<file path="src/rtl/fetch_unit_if.sv">
// Fetch-side bus bundle: instruction memory address/data, the decode
// valid/ready handshake and the branch/jump redirect request.
interface fetch_unit_if #(
    parameter int ADDR_W = 6,
    parameter int CODE_W = 23
);
    logic [ADDR_W-1:0] address;
    logic [CODE_W-1:0] code;
    logic [CODE_W-1:0] instr;
    logic              instr_valid;
    logic              instr_ready;
    logic              redirect_valid;
    logic [ADDR_W-1:0] redirect_addr;

    // Fetch unit side
    modport master (
        output address,
        input  code,
        output instr,
        output instr_valid,
        input  instr_ready,
        input  redirect_valid,
        input  redirect_addr
    );

    // Memory / decode / branch-unit side
    modport slave (
        input  address,
        output code,
        input  instr,
        input  instr_valid,
        output instr_ready,
        output redirect_valid,
        output redirect_addr
    );
endinterface

</file>
<file path="src/rtl/fetch_unit.sv">
// Instruction fetch front-end: owns the PC, reads the combinational
// instruction memory, holds one instruction for decode behind a valid/ready
// slot, and handles redirect, HALT and a wrapping fetch counter.
module fetch_unit #(
    parameter int         ADDR_W  = 6,
    parameter int         CODE_W  = 23,
    parameter logic [2:0] HALT_OP = 3'b111,
    parameter int         CNT_W   = 16
) (
    input  logic              i_clk,
    input  logic              i_rst,
    input  logic              i_start,
    fetch_unit_if.master      bus,
    output logic [ADDR_W-1:0] o_pc,
    output logic              o_halted,
    output logic [CNT_W-1:0]  o_fetch_count
);

    typedef enum logic [1:0] {
        ST_IDLE   = 2'd0,
        ST_FETCH  = 2'd1,
        ST_HALTED = 2'd2
    } state_t;

    state_t            r_state;
    logic [ADDR_W-1:0] r_pc;
    logic [CODE_W-1:0] r_instr;
    logic              r_valid;
    logic              r_halted;
    logic [CNT_W-1:0]  r_count;

    state_t            w_state_nxt;
    logic [ADDR_W-1:0] w_pc_nxt;
    logic [CODE_W-1:0] w_instr_nxt;
    logic              w_valid_nxt;
    logic              w_halted_nxt;
    logic [CNT_W-1:0]  w_count_nxt;
    logic              w_slot_free;
    logic              w_is_halt;
    logic              w_consumed;

    // The slot can take a new word when it is empty or being handed to decode.
    assign w_slot_free = ~r_valid | bus.instr_ready;
    assign w_consumed  = r_valid & bus.instr_ready;
    assign w_is_halt   = (bus.code[CODE_W-1 -: 3] == HALT_OP);

    assign bus.address     = r_pc;
    assign bus.instr       = r_instr;
    assign bus.instr_valid = r_valid;
    assign o_pc            = r_pc;
    assign o_halted        = r_halted;
    assign o_fetch_count   = r_count;

    // Next-state and datapath decisions; redirect always outranks capture.
    always_comb begin
        w_state_nxt  = r_state;
        w_pc_nxt     = r_pc;
        w_instr_nxt  = r_instr;
        w_valid_nxt  = r_valid;
        w_halted_nxt = r_halted;
        w_count_nxt  = r_count;
        case (r_state)
            ST_IDLE: begin
                if (bus.redirect_valid) begin
                    w_pc_nxt = bus.redirect_addr;
                end else if (i_start) begin
                    w_state_nxt = ST_FETCH;
                end else begin
                    w_state_nxt = ST_IDLE;
                end
                if (w_consumed) begin
                    w_valid_nxt = 1'b0;
                end else begin
                    w_valid_nxt = r_valid;
                end
            end
            ST_FETCH: begin
                if (bus.redirect_valid) begin
                    // Flush: the word in the slot is dropped even if handshaked.
                    w_pc_nxt    = bus.redirect_addr;
                    w_valid_nxt = 1'b0;
                end else if (w_slot_free) begin
                    w_instr_nxt = bus.code;
                    w_valid_nxt = 1'b1;
                    w_pc_nxt    = r_pc + ADDR_W'(1);
                    w_count_nxt = r_count + CNT_W'(1);
                    if (w_is_halt) begin
                        w_state_nxt  = ST_HALTED;
                        w_halted_nxt = 1'b1;
                    end else begin
                        w_state_nxt = ST_FETCH;
                    end
                end else begin
                    // Stall: decode has not taken the current word.
                    w_state_nxt = ST_FETCH;
                end
            end
            ST_HALTED: begin
                if (bus.redirect_valid) begin
                    w_pc_nxt     = bus.redirect_addr;
                    w_valid_nxt  = 1'b0;
                    w_halted_nxt = 1'b0;
                    w_state_nxt  = ST_FETCH;
                end else if (w_consumed) begin
                    w_valid_nxt = 1'b0;
                end else begin
                    w_valid_nxt = r_valid;
                end
            end
            default: begin
                w_state_nxt  = ST_IDLE;
                w_valid_nxt  = 1'b0;
                w_halted_nxt = 1'b0;
            end
        endcase
    end

    // State and datapath registers with synchronous reset.
    always_ff @(posedge i_clk) begin
        if (i_rst) begin
            r_state  <= ST_IDLE;
            r_pc     <= {ADDR_W{1'b0}};
            r_instr  <= {CODE_W{1'b0}};
            r_valid  <= 1'b0;
            r_halted <= 1'b0;
            r_count  <= {CNT_W{1'b0}};
        end else begin
            r_state  <= w_state_nxt;
            r_pc     <= w_pc_nxt;
            r_instr  <= w_instr_nxt;
            r_valid  <= w_valid_nxt;
            r_halted <= w_halted_nxt;
            r_count  <= w_count_nxt;
        end
    end

endmodule
</file>
<file path="src/flat_wrapper.sv">
// flat-port wrapper written by rule: the top's interface ports become plain ports
module fetch_unit_flat 
#(
    parameter int         ADDR_W  = 6,
    parameter int         CODE_W  = 23,
    parameter logic [2:0] HALT_OP = 3'b111,
    parameter int         CNT_W   = 16
)
  (i_clk, i_rst, i_start, o_pc, o_halted, o_fetch_count, bus_address, bus_code, bus_instr, bus_instr_valid, bus_instr_ready, bus_redirect_valid, bus_redirect_addr);
  fetch_unit_if #(.ADDR_W(ADDR_W), .CODE_W(CODE_W)) bus_i ();
  input  logic i_clk;
  input  logic i_rst;
  input  logic i_start;
  output logic [ADDR_W-1:0] o_pc;
  output logic o_halted;
  output logic [CNT_W-1:0] o_fetch_count;
  output wire logic [$bits(bus_i.address)-1:0] bus_address;
  input wire logic [$bits(bus_i.code)-1:0] bus_code;
  output wire logic [$bits(bus_i.instr)-1:0] bus_instr;
  output wire logic [$bits(bus_i.instr_valid)-1:0] bus_instr_valid;
  input wire logic [$bits(bus_i.instr_ready)-1:0] bus_instr_ready;
  input wire logic [$bits(bus_i.redirect_valid)-1:0] bus_redirect_valid;
  input wire logic [$bits(bus_i.redirect_addr)-1:0] bus_redirect_addr;
  assign bus_address = bus_i.address;
  assign bus_i.code = bus_code;
  assign bus_instr = bus_i.instr;
  assign bus_instr_valid = bus_i.instr_valid;
  assign bus_i.instr_ready = bus_instr_ready;
  assign bus_i.redirect_valid = bus_redirect_valid;
  assign bus_i.redirect_addr = bus_redirect_addr;
  fetch_unit #(.ADDR_W(ADDR_W), .CODE_W(CODE_W), .HALT_OP(HALT_OP), .CNT_W(CNT_W)) u_core (.i_clk(i_clk), .i_rst(i_rst), .i_start(i_start), .bus(bus_i), .o_pc(o_pc), .o_halted(o_halted), .o_fetch_count(o_fetch_count));
endmodule
</file>
<file path="config.mk">
export PLATFORM = sky130hd
export DESIGN_NAME = fetch_unit_flat
export DESIGN_NICKNAME = d
export VERILOG_FILES = /design/src/rtl/fetch_unit_if.sv /design/src/rtl/fetch_unit.sv /design/src/flat_wrapper.sv
export SDC_FILE = /design/constraint.sdc
export NUM_CORES = 1
export LEC_CHECK = 0
export CAP_MARGIN = 10
export CORE_MARGIN = 4
export CORE_UTILIZATION = 43
export DETAILED_ROUTE_END_ITERATION = 10
export PLACE_DENSITY = 0.8
export SYNTH_ARGS = -nofsm -noshare
export SYNTH_HDL_FRONTEND = slang
export SYNTH_SLANG_ARGS = --single-unit
export TNS_END_PERCENT = 100
</file>
<file path="constraint.sdc">
create_clock -name i_clk -period 2.38 [get_ports i_clk]
set_input_delay 0.476 -clock i_clk [delete_from_list [all_inputs] [get_ports i_clk]]
set_output_delay 0.476 -clock i_clk [all_outputs]
set_load 0.1 [all_outputs]
</file>
==> run summary <==
==========================================================================================
Top-area cell type share of the netlist area                                         45.0%
Clock network power share                                                            26.5%
Share of synthesized flip-flops with an asynchronous set or reset                       0%
Area of the mapped netlist                                                        2180 µm²
Number of violations reported at the end of detailed-routing iteration 0                94
Number of gates resized after CTS                                                        0
Setup slack on the worst flop-to-flop path                                         0.46 ns
Total DRC errors in the routed layout                                                    0
Clock edge transition at the registers on the reported setup and hold paths        0.09 ns
Max_slew headroom                                                                    64.8%
Cell Pwr Density                                                                587 nW/µm²
Endpoint of the worst-slack reg-to-reg timing path                            u_core.o_fetch_count[14]
Clock insertion delay at the later pin of the skew report                          0.29 ns
Distinct cell type count after synthesis                                                44
Class of the tightest hold or removal check                                   flop to flop
Vias per inst                                                                         5.05
Sw frac                                                                              33.6%
Data required time of the worst path                                               2.61 ns
Combinational fraction of design power                                               24.3%
Start-to-end type of the worst setup path                                     primary input to flop
First-pass iteration count of the detailed router                                        4
Endpoint of the worst hold path                                               u_core.bus.instr[9]
DIE HEIGHT                                                                         79.2 µm
Wire length of the first global-routing pass                                       9.00 mm
Simple-gate share of the synthesized area                                            28.2%
TNS Setup                                                                             0 ns
EDFF count, synth                                                                        0
Library cell used as clock root buffer                                        sky130_fd_sc_hd__clkbuf_8
Die span in x                                                                      79.2 µm
Synth Net Count                                                                        305
Setup violations, final                                                                  0
Final min period                                                                   2.05 ns
Fraction of the mapped netlist area in adder cells                                   1.15%
HPWL Detailed                                                                      4.00 mm
Global placement routability congestion                                              0.771
Average footprint of a synthesized cell                                           8.10 µm²
Largest area contributor in the synthesized netlist                           sky130_fd_sc_hd__dfxtp_1
Final wirelength                                                                   5.49 mm
Post-synthesis xor/xnor area fraction                                                3.21%
Dominant cell by count in the synthesized netlist                             sky130_fd_sc_hd__nand2_1
Achievable clock frequency                                                       0.488 GHz
Synthesized-area fraction occupied by ao, oa, aoi and oai cells                      15.6%
Finished layout cell area                                                         3010 µm²
Register area share after synthesis                                                  45.0%
Total of hold buffers inserted after clock tree synthesis                                0
H-Tree Depth                                                                             2
LEAKAGE                                                                         0.00116 µW
Worst-case vdd ir drop                                                            0.323 mV
Register-to-Register Path Depth                                                          4
Arrival time of data at the critical path endpoint                                 2.28 ns
Number of max-capacitance violations reported                                            0
Setup repair after global routing missed its margin                                     no
Ys Warns                                                                                 0
Flop and latch count out of synthesis                                                   49
Result of the run                                                             finished, final reports clean
Share of cells above drive strength 1                                                22.3%
Launching point of the worst reg2reg path                                     u_core.r_state[0]
Fraction of synthesized area in multiplexers                                        0.459%
Final critical-path share of the clock period                                        86.1%
Flip-flop cell with the highest count after synthesis                         sky130_fd_sc_hd__dfxtp_1
Num Clock Sinks                                                                         49
Total GRT Usage                                                                      17.4%
Slew Limit Fails                                                                         0
Number of buffers created by CTS                                                         5
Antenna fix cells                                                                        0
P_int                                                                              1170 µW
Final worst clock skew                                                          0.00796 ns
Worst slew pin tran                                                               0.527 ns
Largest family of logic cells by synthesized area                             simple AND/OR/NAND/NOR gates
Layout overhead on the synthesized area                                              38.0%
Count of pins on the block boundary                                                     87
Top cells by area, synth                                                      sky130_fd_sc_hd__dfxtp_1 45%, sky130_fd_sc_hd__nand2_1 10%, sky130_fd_sc_hd__a21oi_1 9.0%, sky130_fd_sc_hd__nor2_1 2.8%, sky130_fd_sc_hd__o21ai_0 2.3%
Cell row count                                                                          25
Flop pwr share                                                                       49.2%
TritonCTS clock tree                                                                   yes
WL per Instance                                                                    13.2 µm
CP Max Fanout                                                                            7
Post-CTS setup buffer count                                                              0
Die Outline Area                                                                  6270 µm²
Via count                                                                             2099
Worst hold start                                                              u_core.bus.instr[9]
Number of global-route vias before repair                                             2027
Switch Pwr                                                                          593 µW
Number of nets at the end of the flow                                                  384
Largest net degree at the start of global routing                                       29
Critical path launch point type                                               primary input
Port-buffer cells                                                                       86
Largest buffer count on any clock path                                                   2
Sum of overflow across all layers after global routing                                   0
Endpoint type of the worst setup path                                                 flop
Number of instances in the placed design                                               408
Number of antenna violations at the first check in global routing                        0
Count of mapped cells out of synthesis                                                 269
Post-synth top cells                                                          59 x sky130_fd_sc_hd__nand2_1, 49 x sky130_fd_sc_hd__dfxtp_1, 39 x sky130_fd_sc_hd__a21oi_1
Hold Path Depth                                                                          2
Antenna violation net count after detailed routing                                       0
Core box area                                                                     4820 µm²
Placed cell area                                                                  2930 µm²
Count of filler cells inserted in the layout                                           460
Post-layout power                                                                  1760 µW
Number of hold-slack violations in the final timing report                               0
Number of standard cells in the final layout excluding fillers                         416
Initial Util                                                                         45.2%
==========================================================================================
[worst max-delay path: stages]
cell                              delay [ns]
sky130_fd_sc_hd__clkdlybuf4s50_1        0.43
sky130_fd_sc_hd__nand4b_1               0.24
sky130_fd_sc_hd__or3_1                  0.45
sky130_fd_sc_hd__or4_1                  0.53
sky130_fd_sc_hd__a21oi_1                0.15
[kinds of logic after synthesis]
logic type                 after synthesis
and+or+nand+nor                        123
AOI/OAI and AO/OA                       61
DFF                                     49
buffers and inverters                   25
xor gates and xnor gates                 8
adders and majority gates                2
muxes                                    1
[power groups by stage]
stage,Sequential [µW],Clock (µW),Combinational (µW)
floorplan,1050,0,151
global placement,887,0,426
detailed placement,888,0,429
CTS,869,487,430
global route,873,522,448
finish,869,468,428
[final cells by class]
class                   count  area (µm²)  area share, %
repair buffers             94         783           26.0
well taps                  67        83.8           2.79
clock buffers               6        72.6           2.41
multi-input cells         195        1060           35.3
clock inverters             2        10.0          0.333
inverters                   3        11.3          0.374
flip-flops and latches     49         986           32.8
[worst max path at each step]
stage                       startpoint                       end  slack [ns]  cells after the start
2_1_floorplan  u_core.o_fetch_count[4]  u_core.o_fetch_count[15]        0.09                      4
3_3_place_gp        bus_redirect_valid  u_core.o_fetch_count[14]        0.11                      5
3_5_place_dp        bus_redirect_valid  u_core.o_fetch_count[14]        0.08                      5
4_1_cts             bus_redirect_valid  u_core.o_fetch_count[14]        0.35                      5
5_1_grt             bus_redirect_valid  u_core.o_fetch_count[14]        0.28                      5
6_report            bus_redirect_valid  u_core.o_fetch_count[14]        0.33                      5
[layout by cell type, fill, tap and decap left out, types with 4 or more instances in the layout]
master / count
sky130_fd_sc_hd__a21oi_1: 39
sky130_fd_sc_hd__buf_4: 61
sky130_fd_sc_hd__clkbuf_8: 5
sky130_fd_sc_hd__clkdlybuf4s50_1: 32
sky130_fd_sc_hd__dfxtp_1: 45
sky130_fd_sc_hd__dfxtp_2: 4
sky130_fd_sc_hd__nand2_1: 59
sky130_fd_sc_hd__nand3_1: 9
sky130_fd_sc_hd__nand4_1: 4
sky130_fd_sc_hd__nor2_1: 16
sky130_fd_sc_hd__nor3_1: 4
sky130_fd_sc_hd__o21ai_0: 10
sky130_fd_sc_hd__or3_1: 7
sky130_fd_sc_hd__xnor2_1: 4
sky130_fd_sc_hd__xor2_1: 4
[per-stage QoR]
stage / setup WS [ns] / utilization (%) / hold WS (ns)
floorplan: 0.0879 / - / 0.612
global placement: 0.105 / 60.7 / 0.442
detailed placement: 0.0772 / 60.7 / 0.447
CTS: 0.349 / 62.4 / 0.460
global route: 0.276 / 62.4 / 0.478
finish: 0.330 / 62.4 / 0.459
[routing by layer]
| metal | share of wire, % | vias to the layer above | GRT usage [%] |
|---|---|---|---|
| li1 | - | 1071 | - |
| met1 | 43 | 968 | 20.4 |
| met2 | 50 | 55 | 31.1 |
| met3 | 6.1 | 5 | 4.65 |
| met4 | 1.0 | 0 | 4.81 |
| met5 | 0 | - | 0 |
[registers in the layout, indices dropped and copies added (netlist names)]
register                flops
u_core.bus.address          6
u_core.o_halted             1
u_core.bus.instr_valid      1
u_core.bus.instr           23
u_core.r_state              2
u_core.o_fetch_count       16
Note: power is estimated with default switching activity, not from simulation.
